$ cat config.mk
export PLATFORM = sky130hd
export DESIGN_NAME = fnd_scan_decoder
export DESIGN_NICKNAME = d
export VERILOG_FILES = /design/src/rtl/fnd_pkg.sv /design/src/rtl/fnd_font_decoder.sv /design/src/rtl/fnd_scan_decoder.sv
export SDC_FILE = /design/constraint.sdc
export NUM_CORES = 1
export LEC_CHECK = 0
export ABC_CLOCK_PERIOD_IN_PS = 6600
export BUFFER_PORTS_ARGS = -buffer_cell sky130_fd_sc_hd__buf_2
export CORE_MARGIN = 2
export CORE_UTILIZATION = 46
export CTS_CLUSTER_DIAMETER = 80
export DETAILED_ROUTE_END_ITERATION = 16
export HOLD_SLACK_MARGIN = 0.06
export SLEW_MARGIN = 20
export SYNTH_ARGS = -nofsm -noshare
export SYNTH_HDL_FRONTEND = slang
export SYNTH_HIERARCHICAL = 1
export SYNTH_SLANG_ARGS = --single-unit
$ cat constraint.sdc
create_clock -name i_clk -period 6.6 [get_ports i_clk]
set_clock_uncertainty 0.2 [all_clocks]
set_input_delay 0.99 -clock i_clk [delete_from_list [all_inputs] [get_ports i_clk]]
set_output_delay 0.99 -clock i_clk [all_outputs]
set_load 0.05 [all_outputs]
$ cat src/rtl/fnd_pkg.sv
// Shared definitions for the FND scan decoder: segment fonts, digit select codes,
// FSM states and helper functions.
package fnd_pkg;

  localparam logic [7:0] FONT_0 = 8'hC0;
  localparam logic [7:0] FONT_1 = 8'hF9;
  localparam logic [7:0] FONT_2 = 8'hA4;
  localparam logic [7:0] FONT_3 = 8'hB0;
  localparam logic [7:0] FONT_4 = 8'h99;
  localparam logic [7:0] FONT_5 = 8'h92;
  localparam logic [7:0] FONT_6 = 8'h82;
  localparam logic [7:0] FONT_7 = 8'hF8;
  localparam logic [7:0] FONT_8 = 8'h80;
  localparam logic [7:0] FONT_9 = 8'h90;

  localparam logic [3:0] SEL_ONES      = 4'b1110;
  localparam logic [3:0] SEL_TENS      = 4'b1101;
  localparam logic [3:0] SEL_HUNDREDS  = 4'b1011;
  localparam logic [3:0] SEL_THOUSANDS = 4'b0111;

  typedef enum logic [1:0] {WAIT_SEL, SETTLE, HOLD, COMPUTE} state_t;

  typedef logic [3:0] bcd_t;

  function automatic logic isSelValid(input logic [3:0] sel);
    return (sel == SEL_ONES) || (sel == SEL_TENS) ||
           (sel == SEL_HUNDREDS) || (sel == SEL_THOUSANDS);
  endfunction

  function automatic logic [1:0] selToSlot(input logic [3:0] sel);
    logic [1:0] slot;
    case (sel)
      SEL_TENS:      slot = 2'd1;
      SEL_HUNDREDS:  slot = 2'd2;
      SEL_THOUSANDS: slot = 2'd3;
      default:       slot = 2'd0;
    endcase
    return slot;
  endfunction

  function automatic logic [13:0] bcdToValue(input bcd_t d3, input bcd_t d2,
                                             input bcd_t d1, input bcd_t d0);
    return 14'(d3) * 14'd1000 + 14'(d2) * 14'd100 + 14'(d1) * 14'd10 + 14'(d0);
  endfunction

endpackage

$ cat src/rtl/fnd_font_decoder.sv
// Combinational 7-segment font to BCD decoder; the decimal point is not an input,
// so only the seven active-low segment bits take part in the lookup.
module fnd_font_decoder
  import fnd_pkg::*;
(
  input  logic [6:0] i_segments,
  output bcd_t       o_bcd,
  output logic       o_valid
);

  always_comb begin
    o_bcd   = '0;
    o_valid = 1'b1;
    case (i_segments)
      FONT_0[6:0]: o_bcd = 4'd0;
      FONT_1[6:0]: o_bcd = 4'd1;
      FONT_2[6:0]: o_bcd = 4'd2;
      FONT_3[6:0]: o_bcd = 4'd3;
      FONT_4[6:0]: o_bcd = 4'd4;
      FONT_5[6:0]: o_bcd = 4'd5;
      FONT_6[6:0]: o_bcd = 4'd6;
      FONT_7[6:0]: o_bcd = 4'd7;
      FONT_8[6:0]: o_bcd = 4'd8;
      FONT_9[6:0]: o_bcd = 4'd9;
      default:     o_valid = 1'b0;
    endcase
  end

endmodule

$ cat src/rtl/fnd_scan_decoder.sv
// Recovers the decimal value shown on a scanned 4-digit FND by snooping its select
// and font lines. Define FND_SCAN_DP_EN to also capture the decimal points on o_dp.
module fnd_scan_decoder
  import fnd_pkg::*;
#(
  parameter int unsigned STABLE_CYCLES = 4
) (
  input  logic        i_clk,
  input  logic        i_reset,
  input  logic [3:0]  i_digitSelect,
  input  logic [7:0]  i_fndFont,
  output logic [13:0] o_value,
  output logic        o_valid,
  output logic        o_error
`ifdef FND_SCAN_DP_EN
  ,
  output logic [3:0]  o_dp
`endif
);

  localparam logic [7:0] STABLE_LIM = 8'(STABLE_CYCLES);

  state_t      r_state;
  state_t      w_stateNext;
  logic [7:0]  r_cnt;
  logic [7:0]  w_cntNext;
  logic [7:0]  w_cntInc;
  logic [3:0]  r_prevSel;
  logic [7:0]  r_prevFont;
  logic [3:0]  r_capSel;
  logic [3:0]  r_seen;
  bcd_t        r_digits [4];
  logic [13:0] r_value;
  logic        r_valid;
  logic        r_error;
  logic [7:0]  w_fontMasked;
  logic        w_selOk;
  logic        w_same;
  logic        w_capture;
  logic [3:0]  w_slotBit;
  logic [1:0]  w_slot;
  bcd_t        w_bcd;
  logic        w_fontValid;

  // Without the dp feature bit 7 must not even count as a font change.
`ifdef FND_SCAN_DP_EN
  logic [3:0]  r_dpSlot;
  logic [3:0]  r_dp;
  assign w_fontMasked = i_fndFont;
  assign o_dp         = r_dp;
`else
  logic        w_unusedDp;
  assign w_unusedDp   = i_fndFont[7];
  assign w_fontMasked = {1'b0, i_fndFont[6:0]};
`endif

  assign w_selOk   = isSelValid(i_digitSelect);
  assign w_same    = (i_digitSelect == r_prevSel) && (w_fontMasked == r_prevFont);
  assign w_cntInc  = r_cnt + 8'd1;
  assign w_slotBit = ~i_digitSelect;
  assign w_slot    = selToSlot(i_digitSelect);

  fnd_font_decoder u_fontDecoder (
    .i_segments (i_fndFont[6:0]),
    .o_bcd      (w_bcd),
    .o_valid    (w_fontValid)
  );

  always_ff @(posedge i_clk or negedge i_reset) begin
    if (!i_reset) r_state <= WAIT_SEL;
    else          r_state <= w_stateNext;
  end

  always_comb begin
    w_stateNext = r_state;
    w_cntNext   = r_cnt;
    w_capture   = 1'b0;
    case (r_state)
      WAIT_SEL: begin
        if (w_selOk) begin
          w_cntNext   = 8'd1;
          w_stateNext = SETTLE;
        end else begin
          w_cntNext   = 8'd0;
        end
      end
      SETTLE: begin
        if (!w_selOk) begin
          w_cntNext   = 8'd0;
          w_stateNext = WAIT_SEL;
        end else if (!w_same) begin
          w_cntNext   = 8'd1;
        end else if (w_cntInc >= STABLE_LIM) begin
          w_capture   = 1'b1;
          w_cntNext   = 8'd0;
          w_stateNext = (w_fontValid && ((r_seen | w_slotBit) == 4'hF)) ? COMPUTE : HOLD;
        end else begin
          w_cntNext   = w_cntInc;
        end
      end
      HOLD: begin
        // Only a new select restarts acquisition; font flicker on the held digit is ignored.
        if (i_digitSelect != r_capSel) begin
          if (w_selOk) begin
            w_cntNext   = 8'd1;
            w_stateNext = SETTLE;
          end else begin
            w_cntNext   = 8'd0;
            w_stateNext = WAIT_SEL;
          end
        end
      end
      COMPUTE: begin
        w_stateNext = HOLD;
      end
      default: w_stateNext = WAIT_SEL;
    endcase
  end

  always_ff @(posedge i_clk or negedge i_reset) begin
    if (!i_reset) begin
      r_cnt      <= '0;
      r_prevSel  <= 4'hF;
      r_prevFont <= '0;
      r_capSel   <= 4'hF;
      r_seen     <= '0;
      r_digits   <= '{default: '0};
      r_value    <= '0;
      r_valid    <= 1'b0;
      r_error    <= 1'b0;
`ifdef FND_SCAN_DP_EN
      r_dpSlot   <= '0;
      r_dp       <= '0;
`endif
    end else begin
      r_cnt      <= w_cntNext;
      r_prevSel  <= i_digitSelect;
      r_prevFont <= w_fontMasked;
      r_valid    <= 1'b0;
      r_error    <= 1'b0;
      if (w_capture) begin
        r_capSel <= i_digitSelect;
        if (w_fontValid) begin
          r_digits[w_slot] <= w_bcd;
          r_seen           <= r_seen | w_slotBit;
`ifdef FND_SCAN_DP_EN
          r_dpSlot[w_slot] <= ~i_fndFont[7];
`endif
        end else begin
          r_seen  <= '0;
          r_error <= 1'b1;
        end
      end
      if (r_state == COMPUTE) begin
        r_value <= bcdToValue(r_digits[3], r_digits[2], r_digits[1], r_digits[0]);
        r_valid <= 1'b1;
        r_seen  <= '0;
`ifdef FND_SCAN_DP_EN
        r_dp    <= r_dpSlot;
`endif
      end
    end
  end

  assign o_value = r_value;
  assign o_valid = r_valid;
  assign o_error = r_error;

endmodule

==> results of run 1 <==
## placed cells by master (no fill, tap or decap), types with 3 or more instances in the layout
cell / netlist / routed
and3_1: 3 / 3
a21oi_1: 15 / 15
o31ai_1: 4 / 4
nand2_1: 25 / 25
xnor2_1: 30 / 30
dfstp_2: 8 / 8
nand4_1: 8 / 8
mux2_1: 8 / 8
a31oi_1: 4 / 4
a21o_1: 5 / 5
mux2_4: 4 / 4
nor3_1: 10 / 10
mux2_2: 12 / 12
o21a_1: 5 / 5
nand3_1: 10 / 10
inv_1: 50 / 50
and2_1: 7 / 7
nor2_1: 15 / 15
xor2_1: 3 / 3
o21ai_0: 21 / 21
buf_2: 1 / 28
nor2b_1: 4 / 4
dfrtp_1: 53 / 53
clkbuf_8: 0 / 9
ha_1: 54 / 54
fa_1: 17 / 17
clkinv_2: 0 / 3
## per-stage QoR
step,std cells,instance area (sq um),setup WS [ns],hold slack (ns)
3_5_place_dp,573,4690,1.18,0.266
3_3_place_gp,573,4690,1.25,0.259
4_1_cts,589,4880,1.16,0.282
5_1_grt,589,4880,0.799,0.308
2_1_floorplan,425,4460,1.55,0.255
6_report,589,4880,1.20,0.276
## final cells by class
type / count / area share (%)
clock buffers: 10 / 2.62
clock inverters: 6 / 1.26
inverters: 50 / 3.85
multi-input cells: 304 / 54.5
flip-flops and latches: 61 / 31.5
well taps: 129 / 3.31
repair buffers: 29 / 3.03
## registers in the layout (all words and copies together), names as in the netlist
register,count
r_digits,16
o_value,14
r_cnt,8
r_prevFont,7
r_capSel,4
r_prevSel,4
r_seen,4
r_state,2
o_error,1
o_valid,1
## power groups by stage
stage / Clock, W / Combinational (W) / Sequential [W]
floorplan: 0 / 0.0000288 / 0.000389
detailed placement: 0 / 0.0000459 / 0.000389
finish: 0.000332 / 0.0000451 / 0.000382
CTS: 0.000341 / 0.0000462 / 0.000382
global route: 0.000354 / 0.0000512 / 0.000383
global placement: 0 / 0.0000448 / 0.000389
## cell families (layout without fill, tap and decap cells)
kind of cell	after synthesis	count (layout)
simple gates	105	105
mux	25	25
compound gates	70	70
fa+ha+maj	71	71
flops	61	61
xor+xnor	33	33
buf+inv	60	95
## worst max-delay path by stage
stage             endpoint  slack, ns  depth (start not counted)
6_report       o_value[13]       1.20                         18
5_1_grt        o_value[13]       0.80                         18
4_1_cts        o_value[13]       1.16                         18
3_5_place_dp   o_value[13]       1.18                         18
3_3_place_gp   o_value[13]       1.25                         18
2_1_floorplan  o_value[13]       1.55                         18
## per-layer routing
layer	global-route usage [%]	wire length (microns)	vias to the layer above
met4	5.54	102	0
met1	26.1	4240	1468
met2	24.2	3460	36
met5	0	0	-
met3	3.28	213	8
li1	-	-	1532
## worst min-delay path, cell delays in order (launching register included)
cell and delay, ns:
dfrtp_1 0.34, nand2_1 0.05, o31ai_1 0.05
==> results by group, run 1 <==
Pwr
  • Total power: 0.000759 W
  • Leak: 2.56 nW
  • Clock network power share: 43.7%
  • Logic pwr share: 5.9%
  • Switching Fraction: 25.0%
  • Power per Cell Area: 156 mW/mm^2
  • Peak VDD IR: 0.114 mV
  • Power share of the sequential group: 50.4%
  • Switch Pwr: 0.000190 W
  • P_int: 0.000569 W

Detailed routing
  • Per-cell routed wire length: 13.6 microns
  • Detailed-route DRC error count: 0
  • Via count: 3044
  • Iter 0 DRT Violations: 130
  • Via-to-Cell Ratio: 5.17
  • Detailed Routing Iterations Pass 1: 4
  • Antenna Nets Post-Route: 0
  • Total length of routed wires: 8010 microns

Worst setup path
  • Crit-path max cell delay: 0.62 ns
  • Worst Setup SP: r_digits[2]
  • CP max-delay cell: fa_1
  • Crit path DAT: 5.39 ns
  • Reg2Reg Setup Slack: 1.20 ns
  • Worst path required time: 6.59 ns
  • WS Path Type: register to register
  • Max FO, Critical Path: 7
  • Largest delay share family, worst path: adder cells
  • Worst path bufs/invs: 2
  • Startpoint class of the critical path: register
  • Worst-case reg-to-reg path depth: 18
  • RR Endpoint: o_value[13]
  • CP Capture Type: register
  • Critical Path Most Common Cell: ha_1
  • Cell Chain, Critical Path: fa_1, inv_1, fa_1, inv_1, ha_1, nor2b_1, o21ai_0, nand2_1, xnor2_1, ha_1, ha_1, ha_1, a21o_1, a211oi_1, mux2i_1, or4b_1, xnor2_1, o21ai_0
  • RR Startpoint: r_digits[2]

Clock network
  • # resized after CTS: 0
  • Htree depth: 3
  • CTS Buffer Depth: 2
  • # clock sinks: 61
  • Clock slew at reported path FFs: 0.07 ns
  • Num CTS Buffers: 9
  • CTS tree: built
  • CTS root buffer: clkbuf_8
  • Hold Buf Count CTS: 0
  • Setup bufs post-CTS: 0
  • Clock Latency Late Sink: 0.35 ns

STA
  • Slew HR: 40.0%
  • Fin Setup TNS: 0 ns
  • Final Critical Period: 5.40 ns
  • Period Utilization, post-route: 81.9%
  • Final Hold Fails: 0
  • Max frequency: 0.185 GHz
  • Max-slew violations: 0
  • Unrepaired setup endpoints after global routing: false
  • Final setup fails: 0
  • Worst-Margin Slew: 0.898 ns

Floorplanning
  • Horiz. Die Dim: 102 microns
  • Core ar.: 0.00933 sq mm
  • Initial Util: 47.8%
  • Die span in y: 102 microns
  • Die Footprint: 0.0105 sq mm
  • Top Ports: 30
  • Num rows: 35

Yosys
  • Ys async rst share: 100%
  • EDFF count, synth: 0
  • Synth area leader: dfrtp_1
  • Adder-cell share of the synthesized area: 22.8%
  • Synthesized area per cell: 10.5 sq um
  • Yosys top cell area share: 29.7%
  • Post-synthesis sequential area ratio: 34.4%
  • Syn Inst Count: 425
  • Synth Net Count: 510
  • Post-synth top cells: ha_1 (54), dfrtp_1 (53), inv_1 (50), xnor2_1 (30), nand2_1 (25)
  • Most frequent cell after synthesis: ha_1
  • XOR/XNOR share of the synthesized area: 6.48%
  • Primary FF master, synth: dfrtp_1
  • Synth top area cells: dfrtp_1 (30%), ha_1 (15%), fa_1 (7.6%)
  • Yosys warning count: 6
  • Main combinational cell family by area after synthesis: adder cells
  • Post-Syn Area: 0.00446 sq mm
  • Simple-gate portion of the synthesized area: 13.7%
  • Mux cell area share after synthesis: 6.62%
  • Seq cells post-synth: 61
  • Netlist cell types: 60
  • Compound-Gate Fraction of Synth Area: 10.0%

Cells and area
  • Final layout net count: 540
  • Footprint of the multi-input gates: 0.00266 sq mm
  • Share of layout cells above drive strength 1: 17.2%
  • Area Growth Syn to Fin: 9.37%
  • Fin util: 52.3%
  • Ant. Diodes: 0
  • Reg area: 0.00154 sq mm
  • Fillers: 855

Placement
  • DP HPWL: 5980 microns
  • Port bufs: 28
  • GP Congestion: 0.808

Hold path
  • Hold Crit Class: register to register
  • Min-delay src: o_value[11]
  • Hold worst-path end: o_value[11]
  • Worst hold stages: 2

Global routing
  • Tot GR Track Use: 17.1%
  • Global-route wire length before repair: 13900 microns
  • Vias in the first global route: 2890
  • GRT overflow: 0
  • Initial antenna violation count: 0
  • Largest net degree at the start of global routing: 62

Flow run
  • Total of max-cap violations: 0

Status
  • Status: completed
(Power assumes the default switching activity.)
==> run 2: changes to the inputs <==
--- a/config.mk
+++ b/config.mk
@@ -5,7 +5,7 @@
 export SDC_FILE = /design/constraint.sdc
 export NUM_CORES = 1
 export LEC_CHECK = 0
-export ABC_CLOCK_PERIOD_IN_PS = 6600
+export ABC_CLOCK_PERIOD_IN_PS = 5200
 export BUFFER_PORTS_ARGS = -buffer_cell sky130_fd_sc_hd__buf_2
 export CORE_MARGIN = 2
 export CORE_UTILIZATION = 46
==> constraint.sdc (replaced) <==
create_clock -name i_clk -period 5.2 [get_ports i_clk]
set_clock_uncertainty 0.2 [all_clocks]
set_input_delay 0.78 -clock i_clk [delete_from_list [all_inputs] [get_ports i_clk]]
set_output_delay 0.78 -clock i_clk [all_outputs]
set_load 0.05 [all_outputs]
==> results by group, run 2 (synthesis gave the netlist of run 1 again) <==
STA
  • Worst-Margin Slew: 0.848 ns (-0.0496 ns)
  • Final setup fails: 0 (unchanged)
  • Fin Setup TNS: 0 ns (unchanged)
  • Period Utilization, post-route: 94.6% (+13 points)
  • Max frequency: 0.203 GHz (+9.9%)
  • Final Hold Fails: 0 (unchanged)
  • Max-slew violations: 0 (unchanged)
  • Worst hold margin: 0.166 ns (-0.110 ns)
  • Slew HR: 43.3% (+3.3 points)
  • Unrepaired setup endpoints after global routing: false
  • Final Critical Period: 4.92 ns (-0.486 ns)

Clock network
  • CTS root buffer: clkbuf_8
  • CTS tree: built
  • Num CTS Buffers: 9 (unchanged)
  • # clock sinks: 61 (unchanged)
  • Htree depth: 3 (unchanged)
  • Clock Latency Late Sink: 0.34 ns (about the same)
  • Clock slew at reported path FFs: 0.07 ns (about the same)
  • CTS Buffer Depth: 2 (unchanged)
  • Setup bufs post-CTS: 0 (unchanged)

Cells and area
  • Fin util: 53.3% (+0.94 points)
  • Number of flip-flops under the largest register name: 16 (unchanged)
  • Final layout net count: 546 (+1.1%)
  • Most frequent cells in the layout: ha_1 (53), dfrtp_1 (53), inv_1 (50), xnor2_1 (29), buf_2 (28)
  • Design Area, Final: 0.00497 sq mm (+1.8%)
  • Non-Filler Instances: 595 (+1.0%)
  • Largest Register: r_digits
  • Ant. Diodes: 0 (unchanged)
  • Area Growth Syn to Fin: 11.3%
  • Share of layout cells above drive strength 1: 18.9% (+1.7 points)

Placement
  • Port bufs: 28 (unchanged)
  • Post-DP Area: 0.00474 sq mm (+0.96%)
  • Cells after DPL: 579 (+1.0%)
  • GP Congestion: 0.818 (+1.3%)
  • DP HPWL: 6250 microns (+4.6%)

Detailed routing
  • Via count: 3146 (+3.4%)
  • Iter 0 DRT Violations: 127 (-2.3%)
  • Detailed-route DRC error count: 0 (unchanged)
  • Per-cell routed wire length: 14.1 microns (+3.6%)
  • Via-to-Cell Ratio: 5.29 (+2.3%)
  • Total length of routed wires: 8380 microns (+4.7%)
  • Detailed Routing Iterations Pass 1: 4 (unchanged)
  • Antenna Nets Post-Route: 0 (unchanged)

Hold path
  • Hold Crit Class: input port to asynchronous set/reset pin

Worst setup path
  • CP Capture Type: register
  • Worst path required time: 5.19 ns (-1.40 ns)
  • Startpoint class of the critical path: register
  • Worst Setup SP: r_digits[1]
  • Crit path DAT: 4.90 ns (-0.49 ns)
  • WS Path Type: register to register
  • RR Startpoint: r_digits[1]
  • Max FO, Critical Path: 4 (-3)
  • Worst-case reg-to-reg path depth: 18 (unchanged)

Global routing
  • Tot GR Track Use: 17.8% (+0.77 points)
  • Initial antenna violation count: 0 (unchanged)
  • Vias in the first global route: 3016 (+4.4%)
  • Global-route wire length before repair: 14600 microns (+5.3%)
  • GRT overflow: 0 (unchanged)
  • Largest net degree at the start of global routing: 45 (-27%)

Floorplanning
  • Die Footprint: 0.0105 sq mm (unchanged)
  • Initial Util: 47.8% (unchanged)
  • Horiz. Die Dim: 102 microns (unchanged)
  • Top Ports: 30 (unchanged)
  • Die span in y: 102 microns (unchanged)
  • Core ar.: 0.00933 sq mm (unchanged)
  • Num rows: 35 (unchanged)

Status
  • Status: completed

Pwr
  • Power share of the sequential group: 49.2% (-1.2 points)
  • Leak: 2.60 nW (+1.8%)
  • Clock network power share: 45.0% (+1.3 points)
  • Power per Cell Area: 198 mW/mm^2 (+28%)
  • Switch Pwr: 0.000235 W (+24%)
  • Switching Fraction: 23.8% (-1.2 points)
  • P_int: 0.000751 W (+32%)
  • Peak VDD IR: 0.128 mV (+13%)
  • Logic pwr share: 5.8% (about the same)

Flow run
  • Total of max-cap violations: 0 (unchanged)
run 2: changes by cell type in the layout (fill, tap and decap cells not counted), sizes merged:
cell | previous run | this run
buf | 29 | 35
clkbuf | 10 | 13
clkinv | 3 | 1
clkinvlp | 1 | 0
run 2: path summary, 6_finish.rpt:
| path | slack [ns] | end |
|---|---|---|
| max in group asynchronous | 3.73 | r_cnt[4] |
| min in group i_clk | 0.27 | o_value[6] |
| worst max register to register | 0.28 | o_value[13] |
| worst min-delay path | 0.17 | r_digits[8] |
| worst max-delay path | 0.28 | o_value[13] |
| worst min register to register | 0.27 | o_value[6] |
run 2: area by class of cell:
cell class / count / area (sq um)
repair buffers: 35 / 193
well taps: 129 / 161
clock inverters: 3 / 43.8
clock buffers: 13 / 159
inverters: 50 / 188
flip-flops and latches: 61 / 1540
multi-input cells: 304 / 2690
fillers: 825 / 4360
run 2: timing repair:
| item | 4_1_cts | 5_1_grt |
|---|---|---|
| setup endpoints to repair | 0 | 1 |
| resized for setup | 0 | 5 |
| hold buffers | 0 | 0 |
run 2: worst max-delay path, cell delays in order (launching register included):
cell and delay [ns]:
dfrtp_1 0.40, fa_1 0.56, inv_1 0.08, fa_1 0.50, inv_1 0.05, ha_1 0.29
nor2b_1 0.13, o21ai_1 0.15, nand2_1 0.11, xnor2_2 0.13, ha_1 0.29, ha_1 0.33
ha_4 0.26, a21o_1 0.17, a211oi_2 0.25, mux2i_1 0.10, or4b_1 0.54, xnor2_1 0.15
o21ai_0 0.08
run 2: metrics by stage:
step | worst slack, ns | power [W]
CTS | 0.0226 | 0.00100
floorplan | 0.149 | 0.000530
global route | 0.00753 | 0.00103
global placement | 0.0789 | 0.000551
finish | 0.283 | 0.000986
detailed placement | 0.0173 | 0.000552
run 2: layer usage:
| layer | vias up | wire length (microns) | GRT usage (%) |
|---|---|---|---|
| met5 | - | 0 | 0 |
| met4 | 0 | 39 | 4.62 |
| met3 | 4 | 258 | 3.69 |
| met2 | 57 | 3820 | 26.3 |
| met1 | 1537 | 4270 | 26.7 |
| li1 | 1548 | - | - |
run 2: power groups by stage:
stage	clock network [W]	logic, W	registers (W)
2_1_floorplan	0	0.0000365	0.000493
3_3_place_gp	0	0.0000569	0.000494
3_5_place_dp	0	0.0000577	0.000494
4_1_cts	0.000457	0.0000580	0.000485
5_1_grt	0.000481	0.0000647	0.000485
6_report	0.000443	0.0000571	0.000485
==> run 3: changes to the inputs <==
--- a/config.mk
+++ b/config.mk
@@ -12,6 +12,7 @@
 export CTS_CLUSTER_DIAMETER = 80
 export DETAILED_ROUTE_END_ITERATION = 16
 export HOLD_SLACK_MARGIN = 0.06
+export MAX_ROUTING_LAYER = met4
 export SLEW_MARGIN = 20
 export SYNTH_ARGS = -nofsm -noshare
 export SYNTH_HDL_FRONTEND = slang
==> constraint.sdc (replaced) <==
create_clock -name i_clk -period 5.2 [get_ports i_clk]
set_clock_uncertainty 0.2 [all_clocks]
set_input_delay 1.04 -clock i_clk [delete_from_list [all_inputs] [get_ports i_clk]]
set_output_delay 1.04 -clock i_clk [all_outputs]
set_load 0.05 [all_outputs]
==> results by group, run 3 (synthesis gave the netlist of run 1 again) <==
Global routing
  • Tot GR Track Use: 18.2% (+0.34 points)
  • Met1 global-route usage: 26.1% (-0.66 points)
  • Largest net degree at the start of global routing: 42 (-6.7%)
  • Vias in the first global route: 3013 (-0.099%)
  • GRT overflow: 0 (unchanged)
  • Met3 global-route usage: 3.97% (+0.27 points)
  • Global-route wire length before repair: 14300 microns (-2.2%)
  • Initial antenna violation count: 0 (unchanged)
  • Global-route met2 utilization: 25.3% (-1.1 points)
  • Grt peak-use layer: met1

Clock network
  • CTS root buffer: clkbuf_8
  • # resized after CTS: 0 (unchanged)
  • CTS tree: built
  • Setup bufs post-CTS: 0 (unchanged)
  • CTS Buffer Depth: 2 (unchanged)
  • Clock Latency Late Sink: 0.35 ns (about the same)
  • Hold Buf Count CTS: 0 (unchanged)
  • Htree depth: 3 (unchanged)
  • Clock slew at reported path FFs: 0.08 ns (about the same)
  • Num CTS Buffers: 9 (unchanged)
  • # clock sinks: 61 (unchanged)

Detailed routing
  • Detailed-route DRC error count: 0 (unchanged)
  • Via count: 3127 (-0.60%)
  • Via-to-Cell Ratio: 5.26 (-0.60%)
  • Total length of routed wires: 8340 microns (-0.54%)
  • Antenna Nets Post-Route: 0 (unchanged)
  • Iter 0 DRT Violations: 124 (-2.4%)
  • Detailed Routing Iterations Pass 1: 5 (+1)
  • Per-cell routed wire length: 14.0 microns (-0.54%)

Floorplanning
  • Core ar.: 0.00933 sq mm (unchanged)
  • Die Footprint: 0.0105 sq mm (unchanged)
  • Initial Util: 47.8% (unchanged)
  • Top Ports: 30 (unchanged)
  • Num rows: 35 (unchanged)
  • Die span in y: 102 microns (unchanged)
  • Horiz. Die Dim: 102 microns (unchanged)

Worst setup path
  • Crit path DAT: 4.90 ns (about the same)
  • WS Path Type: register to register
  • CP Capture Type: register
  • Startpoint class of the critical path: register
  • RR Startpoint: r_digits[2]
  • Reg2Reg Setup Slack: 0.30 ns (+0.02 ns)
  • Max FO, Critical Path: 6 (+2)
  • RR Endpoint: o_value[13]
  • Worst path required time: 5.20 ns (about the same)
  • Worst-case reg-to-reg path depth: 15 (-3)

Placement
  • GP Congestion: 0.823 (+0.55%)
  • Cells after DPL: 579 (unchanged)
  • Post-DP Area: 0.00474 sq mm (unchanged)
  • DP Worst Slack: 0.0409 ns (+0.0236 ns)
  • DP HPWL: 6280 microns (+0.40%)
  • Port bufs: 28 (unchanged)

Flow run
  • Total of max-cap violations: 0 (unchanged)

Cells and area
  • Final layout net count: 546 (unchanged)
  • Design Area, Final: 0.00498 sq mm (+0.18%)
  • Ant. Diodes: 0 (unchanged)
  • Number of flip-flops under the largest register name: 16 (unchanged)
  • Share of layout cells above drive strength 1: 18.7% (-0.21 points)
  • Fillers: 856 (+3.8%)
  • Area Growth Syn to Fin: 11.5%
  • Most frequent cells in the layout: ha_1 (53), dfrtp_1 (53), inv_1 (50), xnor2_1 (30), buf_2 (28)
  • Non-Filler Instances: 595 (unchanged)
  • Largest Register: r_digits

STA
  • Final Critical Period: 4.90 ns (-0.0191 ns)
  • Slew HR: 39.4% (-3.9 points)
  • Final Hold Fails: 0 (unchanged)
  • Max-slew violations: 0 (unchanged)
  • Final setup fails: 0 (unchanged)
  • Max frequency: 0.204 GHz (+0.39%)
  • Period Utilization, post-route: 94.2% (-0.37 points)
  • Worst-Margin Slew: 0.906 ns (+0.0580 ns)
  • Unrepaired setup endpoints after global routing: false
  • Worst Setup Slack, final: 0.302 ns (+0.0191 ns)
  • Fin Setup TNS: 0 ns (unchanged)

Pwr
  • Peak VDD IR: 0.148 mV (+15%)
  • Leak: 2.60 nW (-0.11%)
  • Total power: 0.00103 W (+4.8%)
  • Power per Cell Area: 208 mW/mm^2 (+4.6%)

Hold path
  • Min-delay src: o_value[6]
  • Worst hold stages: 2
  • Hold Crit Class: register to register
  • Hold worst-path end: o_value[6]

Status
  • Status: completed
[run 3: cell types whose count changed in the layout (fill, tap and decap cells not counted), sizes merged]
cell / previous run / this run
bufinv: 1 / 2
clkbuf: 13 / 11
clkinvlp: 0 / 1
[run 3: area by class of cell]
cell class                      instances  area, sq um  area share [%]
Sequential cell                        61         1540            30.9
Tap cell                              129          161            3.24
Inverter                               50          188            3.77
Clock buffer                           11          141            2.84
Multi-Input combinational cell        304         2680            53.8
Timing Repair Buffer                   35          193            3.87
Clock inverter                          5         81.3            1.63
[run 3: layer usage]
| layer | vias to the layer above | wire, microns |
|---|---|---|
| met5 | - | 0 |
| met3 | 17 | 218 |
| li1 | 1541 | - |
| met4 | 0 | 177 |
| met1 | 1527 | 4270 |
| met2 | 42 | 3680 |
[run 3: how the worst max path moves through the flow]
stage,startpoint,to,cells after the start
after floorplan,r_digits[2],o_value[13],18
after global placement,r_digits[1],o_value[13],18
after detailed placement,r_digits[1],o_value[13],18
after CTS,r_digits[1],o_value[13],18
after global routing,r_digits[1],o_value[13],18
final,r_digits[2],o_value[13],15
[run 3: per-stage QoR]
| step | util [%] | hold slack [ns] |
|---|---|---|
| 2_1_floorplan | - | 0.255 |
| 3_3_place_gp | 50.8 | 0.258 |
| 6_report | 53.3 | 0.275 |
| 5_1_grt | 53.3 | 0.304 |
| 4_1_cts | 53.2 | 0.284 |
| 3_5_place_dp | 50.8 | 0.267 |
[run 3: where the power goes]
| part | leakage, nW | switching, W | internal (W) | total (W) |
|---|---|---|---|---|
| clock network | 0.110 | 0.000207 | 0.000284 | 0.000491 |
| logic | 1.69 | 0.0000374 | 0.0000202 | 0.0000576 |
| registers | 0.805 | 0.00000368 | 0.000481 | 0.000485 |
[run 3: critical path: stages, from the launching register on]
cell and delay, ns:
dfrtp_1 0.40, buf_4 0.17, ha_1 0.29, fa_1 0.54
inv_1 0.07, fa_1 0.53, inv_1 0.06, fa_1 0.47
ha_1 0.30, ha_1 0.36, and3_1 0.17, a21oi_1 0.29
a211oi_1 0.13, or4b_1 0.53, xnor2_1 0.15, o21ai_0 0.09
